$ cat src/rtl/soc_lsu.sv
// ============================================================================
// soc_lsu : byte/half/word load-store unit with split misaligned accesses
// Rev 1.0 : initial release
// ============================================================================
`default_nettype none

module soc_lsu #(
    parameter bit p_allow_misaligned = 1'b1
) (
    input  logic        i_clk,
    input  logic        i_rst_n,
    input  logic        i_req,
    input  logic        i_we,
    input  logic [31:0] i_addr,
    input  logic [1:0]  i_size,
    input  logic        i_unsigned,
    input  logic [31:0] i_wdata,
    output logic        o_ready,
    output logic        o_valid,
    output logic        o_err,
    output logic [31:0] o_rdata,
    output logic [29:0] o_mem_addr,
    output logic [3:0]  o_mem_be,
    output logic        o_mem_wr_en,
    output logic [31:0] o_mem_wr_data,
    output logic        o_mem_rd_en,
    input  logic [31:0] i_mem_rd_data,
    input  logic        i_mem_busy
);

    typedef enum logic [1:0] {
        IDLE   = 2'd0,
        ISSUE0 = 2'd1,
        ISSUE1 = 2'd2,
        RESP   = 2'd3
    } state_t;

    state_t      state_q, state_d;
    logic        we_q;
    logic [31:0] addr_q;
    logic [1:0]  size_q;
    logic        uns_q;
    logic [31:0] wdata_q;
    logic        err_q;
    logic [31:0] lo_q;
    logic [31:0] rdata_q;

    logic        w_req_misal;
    logic        w_req_err;
    logic [2:0]  w_bytes;
    logic [3:0]  w_mask4;
    logic [1:0]  w_off;
    logic        w_split;
    logic [7:0]  w_mask8;
    logic [63:0] w_wide;
    logic [63:0] w_merged;
    logic [31:0] w_shift;
    logic [31:0] w_load;

    assign w_req_misal = ((i_size == 2'b01) && i_addr[0]) ||
                         ((i_size == 2'b10) && (i_addr[1:0] != 2'b00));
    assign w_req_err   = (i_size == 2'b11) || (!p_allow_misaligned && w_req_misal);

    always_comb begin
        w_bytes = 3'd4;
        w_mask4 = 4'b1111;
        case (size_q)
            2'b00:   begin w_bytes = 3'd1; w_mask4 = 4'b0001; end
            2'b01:   begin w_bytes = 3'd2; w_mask4 = 4'b0011; end
            default: begin w_bytes = 3'd4; w_mask4 = 4'b1111; end
        endcase
    end

    assign w_off    = addr_q[1:0];
    assign w_split  = ({1'b0, w_off} + w_bytes) > 3'd4;
    assign w_mask8  = {4'b0000, w_mask4} << w_off;
    assign w_wide   = {32'b0, wdata_q} << {w_off, 3'b000};

    // lo_q holds word 0 of a split load; the live RAM output is word 1
    assign w_merged = w_split ? {i_mem_rd_data, lo_q} : {32'b0, i_mem_rd_data};
    assign w_shift  = 32'(w_merged >> {w_off, 3'b000});

    always_comb begin
        w_load = w_shift;
        case (size_q)
            2'b00:   w_load = {{24{~uns_q & w_shift[7]}},  w_shift[7:0]};
            2'b01:   w_load = {{16{~uns_q & w_shift[15]}}, w_shift[15:0]};
            default: w_load = w_shift;
        endcase
    end

    always_comb begin
        state_d       = state_q;
        o_ready       = 1'b0;
        o_valid       = 1'b0;
        o_err         = 1'b0;
        o_mem_addr    = 30'd0;
        o_mem_be      = 4'd0;
        o_mem_wr_en   = 1'b0;
        o_mem_wr_data = 32'd0;
        o_mem_rd_en   = 1'b0;
        case (state_q)
            IDLE: begin
                o_ready = 1'b1;
                if (i_req) begin
                    state_d = w_req_err ? RESP : ISSUE0;
                end
            end
            ISSUE0: begin
                o_mem_addr    = addr_q[31:2];
                o_mem_be      = w_mask8[3:0];
                o_mem_wr_data = w_wide[31:0];
                o_mem_wr_en   = we_q;
                o_mem_rd_en   = ~we_q;
                if (!i_mem_busy) begin
                    state_d = w_split ? ISSUE1 : RESP;
                end
            end
            ISSUE1: begin
                o_mem_addr    = addr_q[31:2] + 30'd1;
                o_mem_be      = w_mask8[7:4];
                o_mem_wr_data = w_wide[63:32];
                o_mem_wr_en   = we_q;
                o_mem_rd_en   = ~we_q;
                if (!i_mem_busy) begin
                    state_d = RESP;
                end
            end
            RESP: begin
                o_valid = 1'b1;
                o_err   = err_q;
                state_d = IDLE;
            end
            default: state_d = IDLE;
        endcase
    end

    always_ff @(posedge i_clk or negedge i_rst_n) begin
        if (!i_rst_n) begin
            state_q <= IDLE;
            we_q    <= 1'b0;
            addr_q  <= 32'd0;
            size_q  <= 2'd0;
            uns_q   <= 1'b0;
            wdata_q <= 32'd0;
            err_q   <= 1'b0;
            lo_q    <= 32'd0;
            rdata_q <= 32'd0;
        end else begin
            state_q <= state_d;
            if ((state_q == IDLE) && i_req) begin
                we_q    <= i_we;
                addr_q  <= i_addr;
                size_q  <= i_size;
                uns_q   <= i_unsigned;
                wdata_q <= i_wdata;
                err_q   <= w_req_err;
            end
            if ((state_q == ISSUE1) && !i_mem_busy && !we_q) begin
                lo_q <= i_mem_rd_data;
            end
            if ((state_q == RESP) && !we_q && !err_q) begin
                rdata_q <= w_load;
            end
        end
    end

    assign o_rdata = rdata_q;

endmodule

`default_nettype wire

$ cat config.mk
export PLATFORM = sky130hd
export DESIGN_NAME = soc_lsu
export DESIGN_NICKNAME = d
export VERILOG_FILES = /design/src/rtl/soc_lsu.sv
export SDC_FILE = /design/constraint.sdc
export NUM_CORES = 1
export LEC_CHECK = 0
export BUFFER_PORTS_ARGS = -buffer_cell sky130_fd_sc_hd__clkbuf_2
export CAP_MARGIN = 0
export CORE_MARGIN = 5
export CORE_UTILIZATION = 23
export DETAILED_ROUTE_END_ITERATION = 16
export HOLD_SLACK_MARGIN = 0.1
export MAX_ROUTING_LAYER = met4
export PLACE_DENSITY = 0.45
export SETUP_SLACK_MARGIN = 0.2
export SLEW_MARGIN = 0
export SYNTH_ARGS = -nofsm -noshare
export SYNTH_HDL_FRONTEND = slang
export SYNTH_SLANG_ARGS = --single-unit
$ cat constraint.sdc
create_clock -name i_clk -period 3.3 [get_ports i_clk]
set_input_delay 0.66 -clock i_clk [delete_from_list [all_inputs] [get_ports i_clk]]
set_output_delay 0.66 -clock i_clk [all_outputs]
set_load 0.01 [all_outputs]
==> results of run 1 <==
-- cell families (layout without fill, tap and decap cells) --
group	count (synthesis)	after routing	share of synthesized area [%]
AO/OA/AOI/OAI	237	237	18.5
AND/OR/NAND/NOR	194	194	11.6
other	0	4	0
flip-flops	135	135	37.8
adder cells (fa/ha/maj)	8	8	1.20
multiplexers	203	203	25.7
buffers and inverters	81	295	4.80
XOR/XNOR	3	3	0.378
-- synthesized netlist by cell type, drive strengths merged, types with 11 or more instances --
library cell  number
a211oi            16
a21oi             34
a31oi             19
and2              14
and3              16
buf               45
clkbuf            27
dfrtp            135
mux2             114
mux2i             80
nand2             50
nand3             18
nand4             12
nor2              38
nor2b             21
o21ai             67
o22a              11
-- what timing repair did --
action                     CTS  global route
gates resized for setup      8            26
buffers inserted             4             4
cloned                       0             1
setup endpoints to repair   17            45
pin swaps                    0             3
-- metrics by stage --
stage | cell area (µm²) | total power (W) | util [%]
4_1_cts | 11200 | 0.0135 | 29.1
3_5_place_dp | 10600 | 0.0114 | 27.4
3_3_place_gp | 10600 | 0.0113 | 27.4
5_1_grt | 11400 | 0.0148 | 29.6
2_1_floorplan | 8940 | 0.00875 | -
6_report | 11400 | 0.0138 | 29.6
-- worst max-delay path, cell delays in order, from the launching register on --
cell and delay (ps):
sky130_fd_sc_hd__dfrtp_2 420, sky130_fd_sc_hd__inv_1 120, sky130_fd_sc_hd__buf_4 320, sky130_fd_sc_hd__nand2_1 110, sky130_fd_sc_hd__nor2_1 180, sky130_fd_sc_hd__buf_4 220
sky130_fd_sc_hd__a22oi_1 120, sky130_fd_sc_hd__nor2b_1 210, sky130_fd_sc_hd__clkbuf_2 180
-- path summary, 6_finish.rpt --
| check | startpoint | end | cells after the start |
|---|---|---|---|
| min in group i_clk | i_addr[3] | addr_q[3] | 2 |
| max in group asynchronous | i_rst_n | addr_q[5] | 2 |
| worst min register to register | o_rdata[5] | o_rdata[5] | 2 |
| worst max-delay path | addr_q[1] | o_mem_wr_data[6] | 8 |
| worst min-delay path | i_rst_n | o_rdata[31] | 1 |
| worst max register to register | size_q[0] | o_rdata[31] | 11 |
-- flip-flops by register name, summed over array words and instances (netlist names) --
name,flops
o_rdata,32
state_q,2
err_q,1
lo_q,32
size_q,2
addr_q,32
we_q,1
uns_q,1
wdata_q,32
-- layout make-up --
class,count,area share [%]
inverters,9,0.296
flip-flops and latches,135,29.7
multi-input cells,645,45.8
clock inverters,11,1.30
clock buffers,21,4.03
well taps,518,5.68
repair buffers,254,13.1
diodes,4,0.0877
-- power groups by stage --
stage	clock network, W	logic (W)	registers (W)
after floorplan	0	0.00557	0.00318
after global placement	0	0.00788	0.00341
after detailed placement	0	0.00796	0.00342
after CTS	0.00208	0.00801	0.00340
after global routing	0.00214	0.00907	0.00355
final	0.00202	0.00833	0.00342
-- routing by layer --
metal	wire length, µm	GRT usage, %	share of wire, %
met3	2130	4.63	6.4
met4	323	3.26	0.96
met2	15700	24.3	47
met5	0	-	0
met1	15400	20.5	46
==> flow_summary.html, run 1 <==
<table>
<tr><th>Metric</th><th>Value</th></tr>
<tr><th colspan="2">Routing</th></tr>
<tr><td>DR vias/cell</td><td>slightly below 5</td></tr>
<tr><td>Count of routing violations after the opening detailed-route iteration</td><td>around 450</td></tr>
<tr><td>Routed via count</td><td>a little under 8000</td></tr>
<tr><td>Remaining antenna violation count after routing</td><td>0</td></tr>
<tr><td>Wirelength per Cell</td><td>21.0 µm</td></tr>
<tr><td>Post-detailed-routing wire length</td><td>between 30000 and 40000 µm</td></tr>
<tr><td>Residual DRC count</td><td>0</td></tr>
<tr><td>First-pass iteration count of the detailed router</td><td>5</td></tr>
<tr><th colspan="2">Yosys</th></tr>
<tr><td>Post-synthesis sequential area ratio</td><td>between 30% and 40%</td></tr>
<tr><td>Synth Register Bits</td><td>135</td></tr>
<tr><td>Per-instance average area after synthesis</td><td>10.4 µm²</td></tr>
<tr><td>Mapped Area</td><td>approximately 0.0089 mm²</td></tr>
<tr><td>Library cells used by synthesis</td><td>75</td></tr>
<tr><td>Fraction of registers with async set or reset after synthesis</td><td>100%</td></tr>
<tr><td>Synthesized Nets</td><td>slightly below 1000</td></tr>
<tr><td>Warnings from Yosys</td><td>0</td></tr>
<tr><td>EDFF count, synth</td><td>0</td></tr>
<tr><td>Cell types with the largest area share after synthesis</td><td>sky130_fd_sc_hd__dfrtp_1 38%, sky130_fd_sc_hd__mux2_2 14%, sky130_fd_sc_hd__mux2i_1 9.0%</td></tr>
<tr><td>Synthesized instance count</td><td>roughly 860</td></tr>
<tr><td>Top flip-flop cell by instance count after synthesis</td><td>sky130_fd_sc_hd__dfrtp_1</td></tr>
<tr><td>Cell accounting for the most synthesized area</td><td>sky130_fd_sc_hd__dfrtp_1</td></tr>
<tr><td>Top cell type's share of synthesized area</td><td>around 38%</td></tr>
<tr><th colspan="2">Timing</th></tr>
<tr><td>Worst max-slew margin expressed relative to the limit</td><td>between 30 and 40%</td></tr>
<tr><td>Tcrit/Tclk final</td><td>90.7%</td></tr>
<tr><td>Peak clock frequency supported by timing</td><td>between 300 and 400 MHz</td></tr>
<tr><td>Final worst setup slack</td><td>307 ps</td></tr>
<tr><td>Slew @ Worst Pin</td><td>1040 ps</td></tr>
<tr><td>Setup repair after global routing missed its margin</td><td>true</td></tr>
<tr><td>Total negative slack</td><td>0 ps</td></tr>
<tr><td>Final setup viols</td><td>0</td></tr>
<tr><td>Fin. Hold Viols</td><td>0</td></tr>
<tr><td>WHS</td><td>around 220 ps</td></tr>
<tr><td>Fin Clk Skew</td><td>between 10 and 15 ps</td></tr>
<tr><td>Minimum period implied by the final worst setup slack</td><td>2990 ps</td></tr>
<tr><td>Total count of max-transition violations in the final report</td><td>0</td></tr>
<tr><th colspan="2">Finish</th></tr>
<tr><td>Area Growth Syn to Fin</td><td>27.8%</td></tr>
<tr><td>Fraction of final layout cells with drive strength greater than 1</td><td>a little over two fifths</td></tr>
<tr><td>Most common cell after layout, fill and taps aside</td><td>sky130_fd_sc_hd__clkbuf_2</td></tr>
<tr><td>Net count, final</td><td>between 1000 and 1500</td></tr>
<tr><td>Area taken by multi-input logic gates</td><td>~0.0052 mm²</td></tr>
<tr><td>Fill cell count</td><td>around 4200</td></tr>
<tr><td>Commonest non-fill, non-tap cells in the layout</td><td>205 x sky130_fd_sc_hd__clkbuf_2, 128 x sky130_fd_sc_hd__dfrtp_1, 112 x sky130_fd_sc_hd__mux2_2</td></tr>
<tr><td>Post-Layout Cell Count</td><td>roughly 1600</td></tr>
<tr><td>Seq. cell area</td><td>0.00339 mm²</td></tr>
<tr><th colspan="2">Die</th></tr>
<tr><td>Die width</td><td>207 µm</td></tr>
<tr><td>Count of boundary I/O pins</td><td>207</td></tr>
<tr><td>Die boundary height</td><td>207 µm</td></tr>
<tr><td>Starting utilization of the core area</td><td>between 20% and 30%</td></tr>
<tr><td>Die area</td><td>between 0.04 and 0.05 mm²</td></tr>
<tr><td>Core Area</td><td>between 0.03 and 0.04 mm²</td></tr>
<tr><td>FP Rows</td><td>72</td></tr>
<tr><th colspan="2">Worst setup path</th></tr>
<tr><td>Setup Crit Path Kind</td><td>reg2out</td></tr>
<tr><td>Required time of the critical path</td><td>between 2000 and 3000 ps</td></tr>
<tr><td>Slack of the worst reg-to-reg path</td><td>370 ps</td></tr>
<tr><td>Maximum net fanout on the critical path</td><td>13</td></tr>
<tr><td>Worst setup SP type</td><td>flop</td></tr>
<tr><td>Worst setup EP type</td><td>primary output</td></tr>
<tr><td>Endpoint arrival time on the critical path</td><td>~2300 ps</td></tr>
<tr><th colspan="2">Power and ir drop</th></tr>
<tr><td>P_sw</td><td>around 0.0063 W</td></tr>
<tr><td>Fraction of power spent switching nets</td><td>45.6%</td></tr>
<tr><td>Sequential cell fraction of total power</td><td>between 20% and 30%</td></tr>
<tr><td>Clk network pwr share</td><td>14.6%</td></tr>
<tr><td>Maximum resistive drop on vdd</td><td>0.517 mV</td></tr>
<tr><td>Internal portion of total power</td><td>0.00750 W</td></tr>
<tr><td>Leakage power figure</td><td>4.94 nW</td></tr>
<tr><td>Share of total power in combinational logic</td><td>between 60% and 70%</td></tr>
<tr><td>Power density over the cells</td><td>around 1200 mW/mm²</td></tr>
<tr><th colspan="2">Outcome</th></tr>
<tr><td>Run status</td><td>finished clean</td></tr>
<tr><th colspan="2">CTS</th></tr>
<tr><td>Insertion delay of the later-clocked pin in the worst-skew pair</td><td>between 400 and 500 ps</td></tr>
<tr><td>Clock transition at path regs</td><td>70 ps</td></tr>
<tr><td>Clock tree from TritonCTS</td><td>yes</td></tr>
<tr><td>Quantity of hold-fixing buffers added after cts</td><td>0</td></tr>
<tr><td>Max Buffers Root-to-Sink</td><td>2</td></tr>
<tr><td>H-tree levels</td><td>4</td></tr>
<tr><td>Root Buffer</td><td>sky130_fd_sc_hd__clkbuf_16</td></tr>
<tr><td>Number of buffers added by the clock tree synthesis step</td><td>17</td></tr>
<tr><td>Total number of clock tree sinks</td><td>between 100 and 150</td></tr>
<tr><th colspan="2">Global routing</th></tr>
<tr><td>Grt total ovfl</td><td>0</td></tr>
<tr><td>Number of antenna violations at the first check in global routing</td><td>4</td></tr>
<tr><td>Largest net degree at the start of global routing</td><td>71</td></tr>
<tr><td>Total global-route track usage</td><td>approximately 16%</td></tr>
<tr><td>Wire length of the first global-routing pass</td><td>around 51000 µm</td></tr>
<tr><td>Via count of the first global-routing pass</td><td>slightly above 8000</td></tr>
<tr><th colspan="2">Job</th></tr>
<tr><td>Max-cap violation count</td><td>0</td></tr>
<tr><th colspan="2">Placement</th></tr>
<tr><td>Pre-CTS WS</td><td>between 200 and 300 ps</td></tr>
<tr><td># port buffers</td><td>approximately 200</td></tr>
<tr><td>Global placement routability congestion</td><td>roughly 0.79</td></tr>
<tr><td>Post-detailed-placement half-perimeter wirelength</td><td>23800 µm</td></tr>
<tr><td>Number of cells after detailed placement</td><td>around 1600</td></tr>
<tr><th colspan="2">Min path</th></tr>
<tr><td>Class of the most critical hold timing path</td><td>in2async</td></tr>
</table>
Note: power is estimated with default switching activity, not from simulation.
==> inputs of run 2 (changes only) <==
--- a/config.mk
+++ b/config.mk
@@ -10,11 +10,10 @@
 export CORE_MARGIN = 5
 export CORE_UTILIZATION = 23
 export DETAILED_ROUTE_END_ITERATION = 16
-export HOLD_SLACK_MARGIN = 0.1
 export MAX_ROUTING_LAYER = met4
 export PLACE_DENSITY = 0.45
 export SETUP_SLACK_MARGIN = 0.2
-export SLEW_MARGIN = 0
+export SLEW_MARGIN = 20
 export SYNTH_ARGS = -nofsm -noshare
 export SYNTH_HDL_FRONTEND = slang
 export SYNTH_SLANG_ARGS = --single-unit
==> constraint.sdc (replaced) <==
create_clock -name i_clk -period 3.3 [get_ports i_clk]
set_input_delay 0.495 -clock i_clk [delete_from_list [all_inputs] [get_ports i_clk]]
set_output_delay 0.495 -clock i_clk [all_outputs]
set_load 0.01 [all_outputs]
==> run 2 against run 1 <==
- non-clock buffer count down 2
- sequential power is essentially flat
- clock skew down 2.6 ps
- wire length increased by 2.3%
- global-route usage rose by 0.20 points
- first-iteration DRC count decreased by 0.89%
- utilization down 0.11 points
- register-to-register slack worse by 60 ps
- total power rose by 0.32%
- critical path type unchanged
==> flow_summary.html, run 2 (same netlist as run 1, synthesis figures left out) <==
<table>
<tr><th>Metric</th><th>Value</th></tr>
<tr><th colspan="2">Outcome</th></tr>
<tr><td>Run status</td><td>finished clean</td></tr>
<tr><th colspan="2">Timing</th></tr>
<tr><td>Minimum period implied by the final worst setup slack</td><td>between 3000 and 4000 ps</td></tr>
<tr><td>Slew @ Worst Pin</td><td>between 1000 and 1500 ps</td></tr>
<tr><td>Fin Clk Skew</td><td>about 11 ps</td></tr>
<tr><td>Total count of max-transition violations in the final report</td><td>0</td></tr>
<tr><td>Tcrit/Tclk final</td><td>between 90 and 100%</td></tr>
<tr><td>Peak clock frequency supported by timing</td><td>between 300 and 400 MHz</td></tr>
<tr><td>Fin. Hold Viols</td><td>0</td></tr>
<tr><td>Final setup viols</td><td>0</td></tr>
<tr><td>Worst max-slew margin expressed relative to the limit</td><td>32.1%</td></tr>
<tr><td>Setup repair after global routing missed its margin</td><td>true</td></tr>
<tr><td>WHS</td><td>about 110 ps</td></tr>
<tr><td>Total negative slack</td><td>0 ps</td></tr>
<tr><th colspan="2">CTS</th></tr>
<tr><td>Quantity of hold-fixing buffers added after cts</td><td>0</td></tr>
<tr><td>Clock tree from TritonCTS</td><td>yes</td></tr>
<tr><td>Clock transition at path regs</td><td>roughly 60 ps</td></tr>
<tr><td>Max Buffers Root-to-Sink</td><td>2</td></tr>
<tr><td>H-tree levels</td><td>4</td></tr>
<tr><td>Total number of clock tree sinks</td><td>135</td></tr>
<tr><td>Root Buffer</td><td>sky130_fd_sc_hd__clkbuf_16</td></tr>
<tr><td>Number of buffers added by the clock tree synthesis step</td><td>17</td></tr>
<tr><td>Insertion delay of the later-clocked pin in the worst-skew pair</td><td>440 ps</td></tr>
<tr><th colspan="2">Routing</th></tr>
<tr><td>Remaining antenna violation count after routing</td><td>0</td></tr>
<tr><td>DR vias/cell</td><td>slightly below 5</td></tr>
<tr><td>First-pass iteration count of the detailed router</td><td>5</td></tr>
<tr><td>Count of routing violations after the opening detailed-route iteration</td><td>447</td></tr>
<tr><td>Routed via count</td><td>~7900</td></tr>
<tr><td>Residual DRC count</td><td>0</td></tr>
<tr><td>Wirelength per Cell</td><td>21.4 µm</td></tr>
<tr><td>Post-detailed-routing wire length</td><td>about 34000 µm</td></tr>
<tr><th colspan="2">Worst setup path</th></tr>
<tr><td>Maximum net fanout on the critical path</td><td>60</td></tr>
<tr><td>Setup Crit Path Kind</td><td>reg2out</td></tr>
<tr><td>FF-to-FF Start</td><td>size_q[1]</td></tr>
<tr><td>Worst setup EP type</td><td>primary output</td></tr>
<tr><td>Endpoint arrival time on the critical path</td><td>about 2500 ps</td></tr>
<tr><td>Slack of the worst reg-to-reg path</td><td>310 ps</td></tr>
<tr><td>Required time of the critical path</td><td>about 2800 ps</td></tr>
<tr><td>Crit. Startpoint</td><td>addr_q[0]</td></tr>
<tr><td>Worst setup SP type</td><td>flop</td></tr>
<tr><th colspan="2">Global routing</th></tr>
<tr><td>Grt total ovfl</td><td>0</td></tr>
<tr><td>Wire length of the first global-routing pass</td><td>just over 50000 µm</td></tr>
<tr><td>Met3 GRT Util</td><td>~4.5%</td></tr>
<tr><td>Grt met2 use</td><td>a little under a quarter</td></tr>
<tr><td>Total global-route track usage</td><td>~16%</td></tr>
<tr><td>Global routing's busiest layer</td><td>met2</td></tr>
<tr><td>Via count of the first global-routing pass</td><td>8114</td></tr>
<tr><td>Largest net degree at the start of global routing</td><td>80</td></tr>
<tr><td>Global routing usage on met1</td><td>about a fifth</td></tr>
<tr><td>Number of antenna violations at the first check in global routing</td><td>6</td></tr>
<tr><th colspan="2">Power and ir drop</th></tr>
<tr><td>Internal portion of total power</td><td>around 0.0074 W</td></tr>
<tr><td>Maximum resistive drop on vdd</td><td>roughly 0.57 mV</td></tr>
<tr><td>Fraction of power spent switching nets</td><td>roughly 46%</td></tr>
<tr><td>Leakage power figure</td><td>between 4 and 5 nW</td></tr>
<tr><td>P_sw</td><td>around 0.0064 W</td></tr>
<tr><td>Share of total power in combinational logic</td><td>61.3%</td></tr>
<tr><td>Clk network pwr share</td><td>between 10% and 20%</td></tr>
<tr><td>Power density over the cells</td><td>between 1000 and 1500 mW/mm²</td></tr>
<tr><td>Sequential cell fraction of total power</td><td>between 20% and 30%</td></tr>
<tr><th colspan="2">Die</th></tr>
<tr><td>Die area</td><td>~0.043 mm²</td></tr>
<tr><td>Count of boundary I/O pins</td><td>207</td></tr>
<tr><td>Die width</td><td>between 200 and 250 µm</td></tr>
<tr><td>FP Rows</td><td>just over 70</td></tr>
<tr><td>Starting utilization of the core area</td><td>approximately 23%</td></tr>
<tr><td>Core Area</td><td>slightly below 0.04 mm²</td></tr>
<tr><td>Die boundary height</td><td>between 200 and 250 µm</td></tr>
<tr><th colspan="2">Finish</th></tr>
<tr><td>Commonest non-fill, non-tap cells in the layout</td><td>205 x sky130_fd_sc_hd__clkbuf_2, 133 x sky130_fd_sc_hd__dfrtp_1, 112 x sky130_fd_sc_hd__mux2_2</td></tr>
<tr><td>Most common cell after layout, fill and taps aside</td><td>sky130_fd_sc_hd__clkbuf_2</td></tr>
<tr><td>Fraction of final layout cells with drive strength greater than 1</td><td>between 40% and 50%</td></tr>
<tr><td>Net count, final</td><td>~1200</td></tr>
<tr><td>Utilization of the core after routing</td><td>between 20 and 30%</td></tr>
<tr><td>Area Growth Syn to Fin</td><td>27.3%</td></tr>
<tr><td>Post-Layout Cell Count</td><td>between 1500 and 2000</td></tr>
<tr><th colspan="2">Job</th></tr>
<tr><td>Max-cap violation count</td><td>0</td></tr>
<tr><th colspan="2">Placement</th></tr>
<tr><td>Global placement routability congestion</td><td>between 0.7 and 0.8</td></tr>
<tr><td>Post-detailed-placement half-perimeter wirelength</td><td>about 24000 µm</td></tr>
<tr><td>Number of cells after detailed placement</td><td>1552</td></tr>
<tr><td># port buffers</td><td>around 210</td></tr>
<tr><th colspan="2">Min path</th></tr>
<tr><td>Class of the most critical hold timing path</td><td>in2async</td></tr>
</table>
run 2: final timing paths:
kind                                      to  depth (start not counted)
setup / recovery           o_mem_wr_data[20]                          7
hold / removal                   o_rdata[24]                          1
setup reg to reg                  o_rdata[7]                          9
hold reg to reg                   o_rdata[5]                          2
max in group asynchronous          addr_q[8]                          3
min in group i_clk               wdata_q[19]                          2
run 2: metal layers:
metal	vias to the layer above	part of all wire, %
li1	3710	-
met1	3939	46
met2	206	45
met3	37	6.1
met4	0	2.2
met5	-	0
run 2: critical path: stages, from the launching register on:
cell	delay, ps
sky130_fd_sc_hd__dfrtp_4	450
sky130_fd_sc_hd__buf_6	420
sky130_fd_sc_hd__nor2b_2	540
sky130_fd_sc_hd__nand2_1	90
sky130_fd_sc_hd__o21ai_0	80
sky130_fd_sc_hd__nand2_1	70
sky130_fd_sc_hd__a21boi_0	240
sky130_fd_sc_hd__clkbuf_2	190
run 2: layout make-up:
type / instances / area [µm²]
Multi-Input combinational cell: 646 / 5250
Sequential cell: 135 / 3380
Inverter: 9 / 33.8
Clock inverter: 8 / 96.3
Clock buffer: 24 / 482
Timing Repair Buffer: 252 / 1470
Fill cell: 4144 / 27200
Antenna cell: 7 / 17.5
Tap cell: 518 / 648
run 2: power groups by stage:
stage                     sequential, W  clock, W  combinational (W)
final                           0.00341   0.00194            0.00847
after global routing            0.00355   0.00206            0.00918
after CTS                       0.00340   0.00199            0.00800
after detailed placement        0.00342         0            0.00796
after global placement          0.00342         0            0.00788
after floorplan                 0.00318         0            0.00557
run 2: through the flow:
stage | setup slack (ps) | cell area, µm² | total power, W
after floorplan | 282 | 8940 | 0.00875
after global placement | 348 | 10600 | 0.0113
after detailed placement | 252 | 10600 | 0.0114
after CTS | 229 | 11200 | 0.0134
after global routing | 122 | 11400 | 0.0148
final | 271 | 11400 | 0.0138
run 2: timing repair:
action / CTS / global route
buffers inserted: 0 / 6
pin swaps: 0 / 3
gates cloned: 0 / 2
setup endpoints to repair: 15 / 50
gates resized for setup: 3 / 17
